**config.mk**
```make
export PLATFORM = sky130hd
export DESIGN_NAME = uart_tx_fifo
export DESIGN_NICKNAME = d
export VERILOG_FILES = /design/src/rtl/uart_tx_fifo.sv
export SDC_FILE = /design/constraint.sdc
export NUM_CORES = 1
export LEC_CHECK = 0
export ABC_AREA = 1
export CAP_MARGIN = 20
export CORE_MARGIN = 1.5
export CORE_UTILIZATION = 55
export CTS_CLUSTER_SIZE = 24
export DETAILED_ROUTE_END_ITERATION = 8
export PLACE_DENSITY_LB_ADDON = 0.1
export REMOVE_ABC_BUFFERS = 1
export SYNTH_ARGS = -nofsm -noshare
export SYNTH_HDL_FRONTEND = slang
export SYNTH_SLANG_ARGS = --single-unit
export TNS_END_PERCENT = 10
```
**constraint.sdc**
```tcl
create_clock -name clk -period 2.9 [get_ports clk]
set_input_delay 0.58 -clock clk [delete_from_list [all_inputs] [get_ports clk]]
set_output_delay 0.58 -clock clk [all_outputs]
set_load 0.005 [all_outputs]
```
**src/rtl/uart_tx_fifo.sv**
```systemverilog
// UART 8N1 transmitter fed by a byte FIFO with a valid/ready input.
// Frames are sent LSB-first, back-to-back while the FIFO holds data.
module uart_tx_fifo #(
    parameter int CLKS_PER_BIT = 104,
    parameter int DEPTH        = 16,
    parameter int STOP_BITS    = 1
) (
    input  logic                     clk,
    input  logic                     reset,
    input  logic [7:0]               in_data,
    input  logic                     in_valid,
    output logic                     in_ready,
    output logic                     fpga_tx,
    output logic                     busy,
    output logic [$clog2(DEPTH):0]   fifo_count,
    output logic                     overflow
);

    localparam int AW = $clog2(DEPTH);
    localparam int CW = AW + 1;
    localparam int BW = $clog2(CLKS_PER_BIT);

    localparam logic [BW-1:0] BAUD_MAX  = BW'(CLKS_PER_BIT - 1);
    localparam logic [CW-1:0] FULL_CNT  = CW'(DEPTH);
    localparam logic [2:0]    STOP_LAST = 3'(STOP_BITS - 1);

    typedef enum logic [1:0] {
        IDLE,
        START,
        DATA,
        STOP
    } state_t;

    state_t          state_q, state_d;
    logic [BW-1:0]   baud_q, baud_d;
    logic [2:0]      idx_q, idx_d;
    logic [7:0]      shift_q, shift_d;
    logic            tx_q, tx_d;
    logic [AW-1:0]   wr_ptr_q, wr_ptr_d;
    logic [AW-1:0]   rd_ptr_q, rd_ptr_d;
    logic [CW-1:0]   count_q, count_d;
    logic            ovf_q, ovf_d;
    logic [7:0]      mem_q [DEPTH];

    logic            full;
    logic            empty;
    logic            push;
    logic            pop;
    logic            bit_end;

    assign full       = (count_q == FULL_CNT);
    assign empty      = (count_q == '0);
    assign in_ready   = !full;
    assign push       = in_valid & in_ready;
    assign bit_end    = (baud_q == BAUD_MAX);
    assign fpga_tx    = tx_q;
    assign fifo_count = count_q;
    assign overflow   = ovf_q;
    assign busy       = (state_q != IDLE) | !empty;

    // Frame sequencer: next state, baud/bit counters, shift register and line level.
    // In IDLE and at the end of STOP the head byte is popped straight into the
    // shifter so consecutive frames have no idle gap.
    always_comb begin
        state_d = state_q;
        baud_d  = baud_q;
        idx_d   = idx_q;
        shift_d = shift_q;
        tx_d    = tx_q;
        pop     = 1'b0;
        unique case (state_q)
            IDLE: begin
                tx_d = 1'b1;
                if (!empty) begin
                    pop     = 1'b1;
                    shift_d = mem_q[rd_ptr_q];
                    baud_d  = '0;
                    tx_d    = 1'b0;
                    state_d = START;
                end
            end
            START: begin
                if (bit_end) begin
                    baud_d  = '0;
                    idx_d   = 3'd0;
                    tx_d    = shift_q[0];
                    state_d = DATA;
                end else begin
                    baud_d = baud_q + BW'(1);
                end
            end
            DATA: begin
                if (bit_end) begin
                    baud_d = '0;
                    if (idx_q == 3'd7) begin
                        idx_d   = 3'd0;
                        tx_d    = 1'b1;
                        state_d = STOP;
                    end else begin
                        idx_d   = idx_q + 3'd1;
                        shift_d = shift_q >> 1;
                        tx_d    = shift_q[1];
                    end
                end else begin
                    baud_d = baud_q + BW'(1);
                end
            end
            STOP: begin
                if (bit_end) begin
                    baud_d = '0;
                    if (idx_q == STOP_LAST) begin
                        idx_d = 3'd0;
                        if (!empty) begin
                            pop     = 1'b1;
                            shift_d = mem_q[rd_ptr_q];
                            tx_d    = 1'b0;
                            state_d = START;
                        end else begin
                            tx_d    = 1'b1;
                            state_d = IDLE;
                        end
                    end else begin
                        idx_d = idx_q + 3'd1;
                    end
                end else begin
                    baud_d = baud_q + BW'(1);
                end
            end
            default: begin
                tx_d    = 1'b1;
                state_d = IDLE;
            end
        endcase
    end

    // FIFO bookkeeping: pointers, occupancy and sticky overflow.
    always_comb begin
        wr_ptr_d = wr_ptr_q;
        rd_ptr_d = rd_ptr_q;
        count_d  = count_q;
        ovf_d    = ovf_q | (in_valid & !in_ready);
        if (push) begin
            wr_ptr_d = wr_ptr_q + AW'(1);
        end
        if (pop) begin
            rd_ptr_d = rd_ptr_q + AW'(1);
        end
        unique case ({push, pop})
            2'b10:   count_d = count_q + CW'(1);
            2'b01:   count_d = count_q - CW'(1);
            default: count_d = count_q;
        endcase
    end

    // State registers; reset aborts any frame and discards buffered bytes.
    always_ff @(posedge clk or posedge reset) begin
        if (reset) begin
            state_q  <= IDLE;
            baud_q   <= '0;
            idx_q    <= 3'd0;
            shift_q  <= 8'd0;
            tx_q     <= 1'b1;
            wr_ptr_q <= '0;
            rd_ptr_q <= '0;
            count_q  <= '0;
            ovf_q    <= 1'b0;
        end else begin
            state_q  <= state_d;
            baud_q   <= baud_d;
            idx_q    <= idx_d;
            shift_q  <= shift_d;
            tx_q     <= tx_d;
            wr_ptr_q <= wr_ptr_d;
            rd_ptr_q <= rd_ptr_d;
            count_q  <= count_d;
            ovf_q    <= ovf_d;
        end
    end

    // FIFO storage; contents need no reset since occupancy gates every read.
    always_ff @(posedge clk) begin
        if (push) begin
            mem_q[wr_ptr_q] <= in_data;
        end
    end

endmodule
```
Word level (Yosys, flattened, before mapping)

Memories as Yosys holds them, arrays and structs flattened.
Cells that the tools add are included.

Word-level logic and storage cells: 86
Input port bits: 11
Memories kept: 1
Bits in registers: 35
Bits in writable memories: 128

Memories:

| memory | depth | bits a word | rd ports | clocked after Yosys merged registers in | write ports | RTL line | RTL |
|---|---|---|---|---|---|---|---|
| mem_q  | 16    | 8           | 1        | 0                                       | 1           | 43       | `logic [7:0] mem_q [DEPTH];` |

Mux-type cells: 37
$add $sub $neg: 6
Bitwise operators: 4
Equality and inequality tests: 15
Reductions and logical operators: 14

Operators with widths:

| cell                | number |
|---|---|
| $mux 8              | 5 |
| $pmux 8 s3          | 1 |
| $mux 3              | 5 |
| $mux 7              | 2 |
| $ne 2x2->1 const B  | 7 |
| $pmux 7 s2          | 1 |
| $mux 1              | 12 |
| $mux 2              | 6 |
| $pmux 5 s2          | 1 |
| $pmux 3 s3          | 1 |
| $add 4x1->4 const B | 2 |
| $pmux 2 s4          | 1 |
| $reduce_and 4->1    | 2 |
| $add 7x1->7 const B | 1 |
| $eq 7x7->1 const B  | 1 |
| $eq 2x2->1 const B  | 3 |
| $reduce_and 6->1    | 1 |
| $reduce_bool 3->1   | 2 |
| $add 5x1->5 const B | 1 |
| $eq 5x5->1 const B  | 1 |
| $logic_not 5->1     | 1 |
| $reduce_and 5->1    | 1 |
| $sub 5x1->5 const B | 1 |
| $eq 2x1->1 const B  | 2 |
| other kinds (11)    | 15 |

Longest topological paths before layout

Depth after elaboration: 7
Mapped depth: 19
Mapped depth without buffers: 19

Worst setup path after synthesis

No wires, ideal clock.

Path kind: reg-to-reg
Start point: reg baud_q[0]
End point: reg count_q[4] (netlist: fifo_count[4])
Clock period less this slack: 2.413 ns
Setup slack: 0.487 ns
Path buffers: 0
Setup time: 0.126 ns
Data arrival time: 2.286 ns
Data required time: 2.774 ns
Cell stages (with the launch flop): 20
Cell sequence: dfrtp_1 ha_1 nand2_2 inv_2 nand3b_4 nor2_1 nand2_1 nand2_1 nand2_2 inv_1 ha_1 inv_1 fa_1 inv_1 nand2_1 nand2_1 a21oi_1 xor2_1 nand2_1 o21ai_0

Cells in the longest elaborated chain, start to end: 5
Elaborated cells between the ends (all ways): 7
Those cells by class: eq/ne: 3; mux: 3; reduce/logical: 1

Ends and longest elaborated chain:

| element                                                | RTL line | RTL |
|---|---|---|
| start, declared                                        | 35       | `logic [BW-1:0] baud_q, baud_d;` |
| start signal, assigned                                 | 169      | `baud_q <= baud_d;` |
| $eq 7x7->1 *                                           | 55       | `assign bit_end = (baud_q == BAUD_MAX);` |
| $mux 1 *                                               | 109      | `if (bit_end) begin` |
| $pmux 1 s2 *                                           | 71       | `unique case (state_q)` |
| net pop                                                | 48       | `logic pop;` |
| $eq 2x1->1 / $eq 2x2->1 (equally long branches)        | 148      | `unique case ({push, pop})` |
| $pmux 5 s2 / $reduce_bool 2->1 (equally long branches) | --       |  |
| end signal, assigned                                   | 175      | `count_q <= count_d;` |
| end, declared                                          | 41       | `logic [CW-1:0] count_q, count_d;` |

Mark *: on every way through the listed nets, which the timed path passes. The rest lies on a longest branch.
A chain may end at the register's enable or synchronous reset.

Worst setup path after layout

Ends and elaborated chain as after synthesis.

==> flow_metrics.tcl <==
set metrics [dict create \
    grt_pass1_wl_um 26500 \
    pwr-share-seq_pct 49.0 \
    p_int_uw 4400 \
    max_stage_delay_ns 0.39 \
    grt_antenna_before_repair 0 \
    ant_nets 0 \
    max_cap_viol_count 0 \
    cp-start-kind "register" \
    finalHoldViolations 0 \
    die_area_um2 14200 \
    n_antenna_cell 0 \
    grt_pass1_vias 4985 \
    port_buffers 19 \
    num_rows 42 \
    ys_ff_latch 163 \
    async_flop_share_pct 21.5 \
    p_switching_uw 1480 \
    cts_buffer_depth 2 \
    n_fill_cell 1072 \
    synth_ff_type "edfxtp_1" \
    wl_per_cell_um 16.7 \
    synth_area_um2 7430 \
    end_kind "register" \
    slew_headroom_pct 39.4 \
    use_met1_pct 36.1 \
    yosysUniqueCellTypes 32 \
    cts_tree "built" \
    synth_edf_count 128 \
    crit_fanout 6 \
    clock_latency_ns 0.43 \
    critical_path_class "register to register" \
    critical_path_arrival_ns 2.93 \
    synth_area_leader_cell "edfxtp_1" \
    worst_ep_required_time_ns 3.21 \
    hp-class "register to register" \
    finalWirelength_um 16300 \
    fin_ws_ns 0.282 \
    skew_ns 0.00759 \
    ios 20 \
    yosysTopAreaCellShare_pct 51.7 \
    pwr-share-clk_pct 39.0 \
    pre_cts_slack_ns 0.147 \
    syn_inst 749 \
    die_height_um 119 \
    crit_chain "ha_2 -> nand2_2 -> inv_2 -> nand3b_4 -> nor2_1 -> nand2_1 -> nand2_2 -> nand2_2 -> inv_1 -> ha_4 -> inv_1 -> fa_1 -> inv_1 -> nand2_1 -> nand2_1 -> a21oi_1 -> xor2_1 -> nand2_1 -> o21ai_0" \
    grt_util_met3_pct 4.17 \
    start_util_pct 56.3 \
    synth_common_cells "nand2_1 (233), edfxtp_1 (128), nor2_1 (111)" \
    overflow 0 \
    cts_htree_levels 4 \
    numPlacedInstances 943 \
    dp.final_hpwl_um 10500 \
    cp_num_buf_inv 4 \
    switching_share_pct 25.2 \
    dr.first_iter.drc_count 480 \
    use_met2_pct 38.9 \
    firstDrtPassIters 5 \
    grt_max_degree 80 \
    gp_congestion 0.859 \
    cts_sinks 163 \
    ys_seq_area_share_pct 63.5 \
    synth_area_per_cell_um2 9.92 \
    combPwrFrac_pct 12.0 \
    maxSlewViolCount 0 \
    critPathSlowestCell "dfrtp_2" \
    cpLargestDelayFamily "simple AND/OR/NAND/NOR gates" \
    core-area_um2 13200 \
    numCtsBuffers 17 \
    nNetsFinal 818 \
    drcViolationCount 0 \
    busiest_layer "met2" \
    max_clock_freq_mhz 382 \
    tightest_slew_ns 0.907 \
    period_needed_ns 2.62 \
    drive_gt1_share_pct 9.88 \
    total_power_uw 5880 \
    clockRootBuffer "clkbuf_16" \
    cts_hold_buf 0 \
    p_leak_uw 0.00371 \
    setup_viol 0 \
    vdd_drop_max_uv 472 \
    yosys-top-cells-area "edfxtp_1 (52%), nand2_1 (12%), dfrtp_1 (11%)" \
    path_common_cell "nand2_1" \
    die_w_um 119 \
    rsz0062_at_grt "false" \
    status "finished clean" \
    min_period_over_period_pct 90.3 \
    grtUsageTotal_pct 25.0 \
    num_vias 5157 \
    via_per_inst 5.28 \
    clk_pin_slew_ns 0.06 \
    area_growth_pct 14.3 \
    fin_cells 976 \
    setup_tns_ns 0 \
    yosysWarnings 0 \
    synth.most_common_cell "nand2_1" \
    power_density_nw_per_um2 692 \
]
[area by class of cell]
type	count	area [um^2]	share of cell area, %
flip-flops and latches	163	4720	55.6
repair buffers	43	370	4.36
clock inverters	14	178	2.09
inverters	68	255	3.01
multi-input cells	494	2320	27.3
clock buffers	18	429	5.05
well taps	176	220	2.59
[metrics by stage]
stage | utilization, % | area [um^2] | hold WS (ns)
after global placement | 59.6 | 7860 | 0.456
after global routing | 64.4 | 8490 | 0.490
after CTS | 64.2 | 8470 | 0.475
after detailed placement | 59.6 | 7860 | 0.460
final | 64.4 | 8490 | 0.470
after floorplan | - | 7280 | 0.449
[registers in the layout, indices dropped and copies added (netlist names)]
name,flops
state_q,2
wr_ptr_q,4
shift_q,8
fifo_count,5
fpga_tx,1
overflow,1
rd_ptr_q,4
idx_q,3
mem_q,128
baud_q,7
[routing by layer]
metal	up-vias	share of wire (%)
met5	-	0
met4	0	1.4
met3	20	6.1
met2	143	47
met1	2478	45
li1	2516	-
[path summary, 6_finish.rpt]
kind                            from            end  slack, ns  depth (start not counted)
min reg2reg                  fpga_tx        fpga_tx       0.47                          2
max                        baud_q[0]  fifo_count[4]       0.28                         19
min in group asynchronous      reset     state_q[0]       0.56                          3
max in group asynchronous      reset      baud_q[0]       1.97                          3
min                          fpga_tx        fpga_tx       0.47                          2
max reg2reg                baud_q[0]  fifo_count[4]       0.28                         19
[cells in the final DEF, fill, tap and decap left out, types with 2 or more instances in the layout]
cell,n
edfxtp_1,128
dfrtp_1,32
ha_1,17
clkinv_4,4
inv_2,6
nand2_2,7
nand2_1,232
dfrtp_2,2
bufinv_16,3
xor2_1,6
clkinvlp_4,3
clkbuf_16,17
a21oi_2,2
o21bai_1,2
o21ai_1,7
buf_4,24
a21oi_1,6
nor2_1,111
o21ai_0,26
inv_6,3
xnor2_1,3
nand3_1,58
inv_1,62
clkdlybuf4s50_1,19
nand4_1,5
[cells by family (layout without fill, tap and decap cells)]
group / count (synthesis) / count (layout) / share of synthesized area (%)
adder cells (fa/ha/maj): 20 / 20 / 3.47
AO/OA/AOI/OAI: 47 / 47 / 3.50
XOR/XNOR: 9 / 9 / 1.06
buffers and inverters: 92 / 143 / 5.52
AND/OR/NAND/NOR: 418 / 418 / 22.9
flip-flops: 163 / 163 / 63.5
[power groups by stage]
stage	logic [uW]	clock network [uW]	registers, uW
3_5_place_dp	696	0	2930
4_1_cts	706	2310	2880
2_1_floorplan	382	0	2910
3_3_place_gp	684	0	2920
5_1_grt	796	2420	2900
6_report	706	2290	2880
[worst reg2reg max path, cell delays in order (launching register included)]
cell and delay (ns):
dfrtp_2 0.39, ha_2 0.20, nand2_2 0.08, inv_2 0.08, nand3b_4 0.11, nor2_1 0.12, nand2_1 0.07, nand2_2 0.09
nand2_2 0.10, inv_1 0.10, ha_4 0.17, inv_1 0.06, fa_1 0.36, inv_1 0.08, nand2_1 0.07, nand2_1 0.07
a21oi_1 0.08, xor2_1 0.14, nand2_1 0.06, o21ai_0 0.08
[repair_timing]
item                                    CTS  global route
gates resized for setup                   0             5
setup buffers                             0             1
endpoints found under the setup margin    0             1
endpoints found under the hold margin     0             0
No activity file was read; power rests on OpenSTA's default activity.
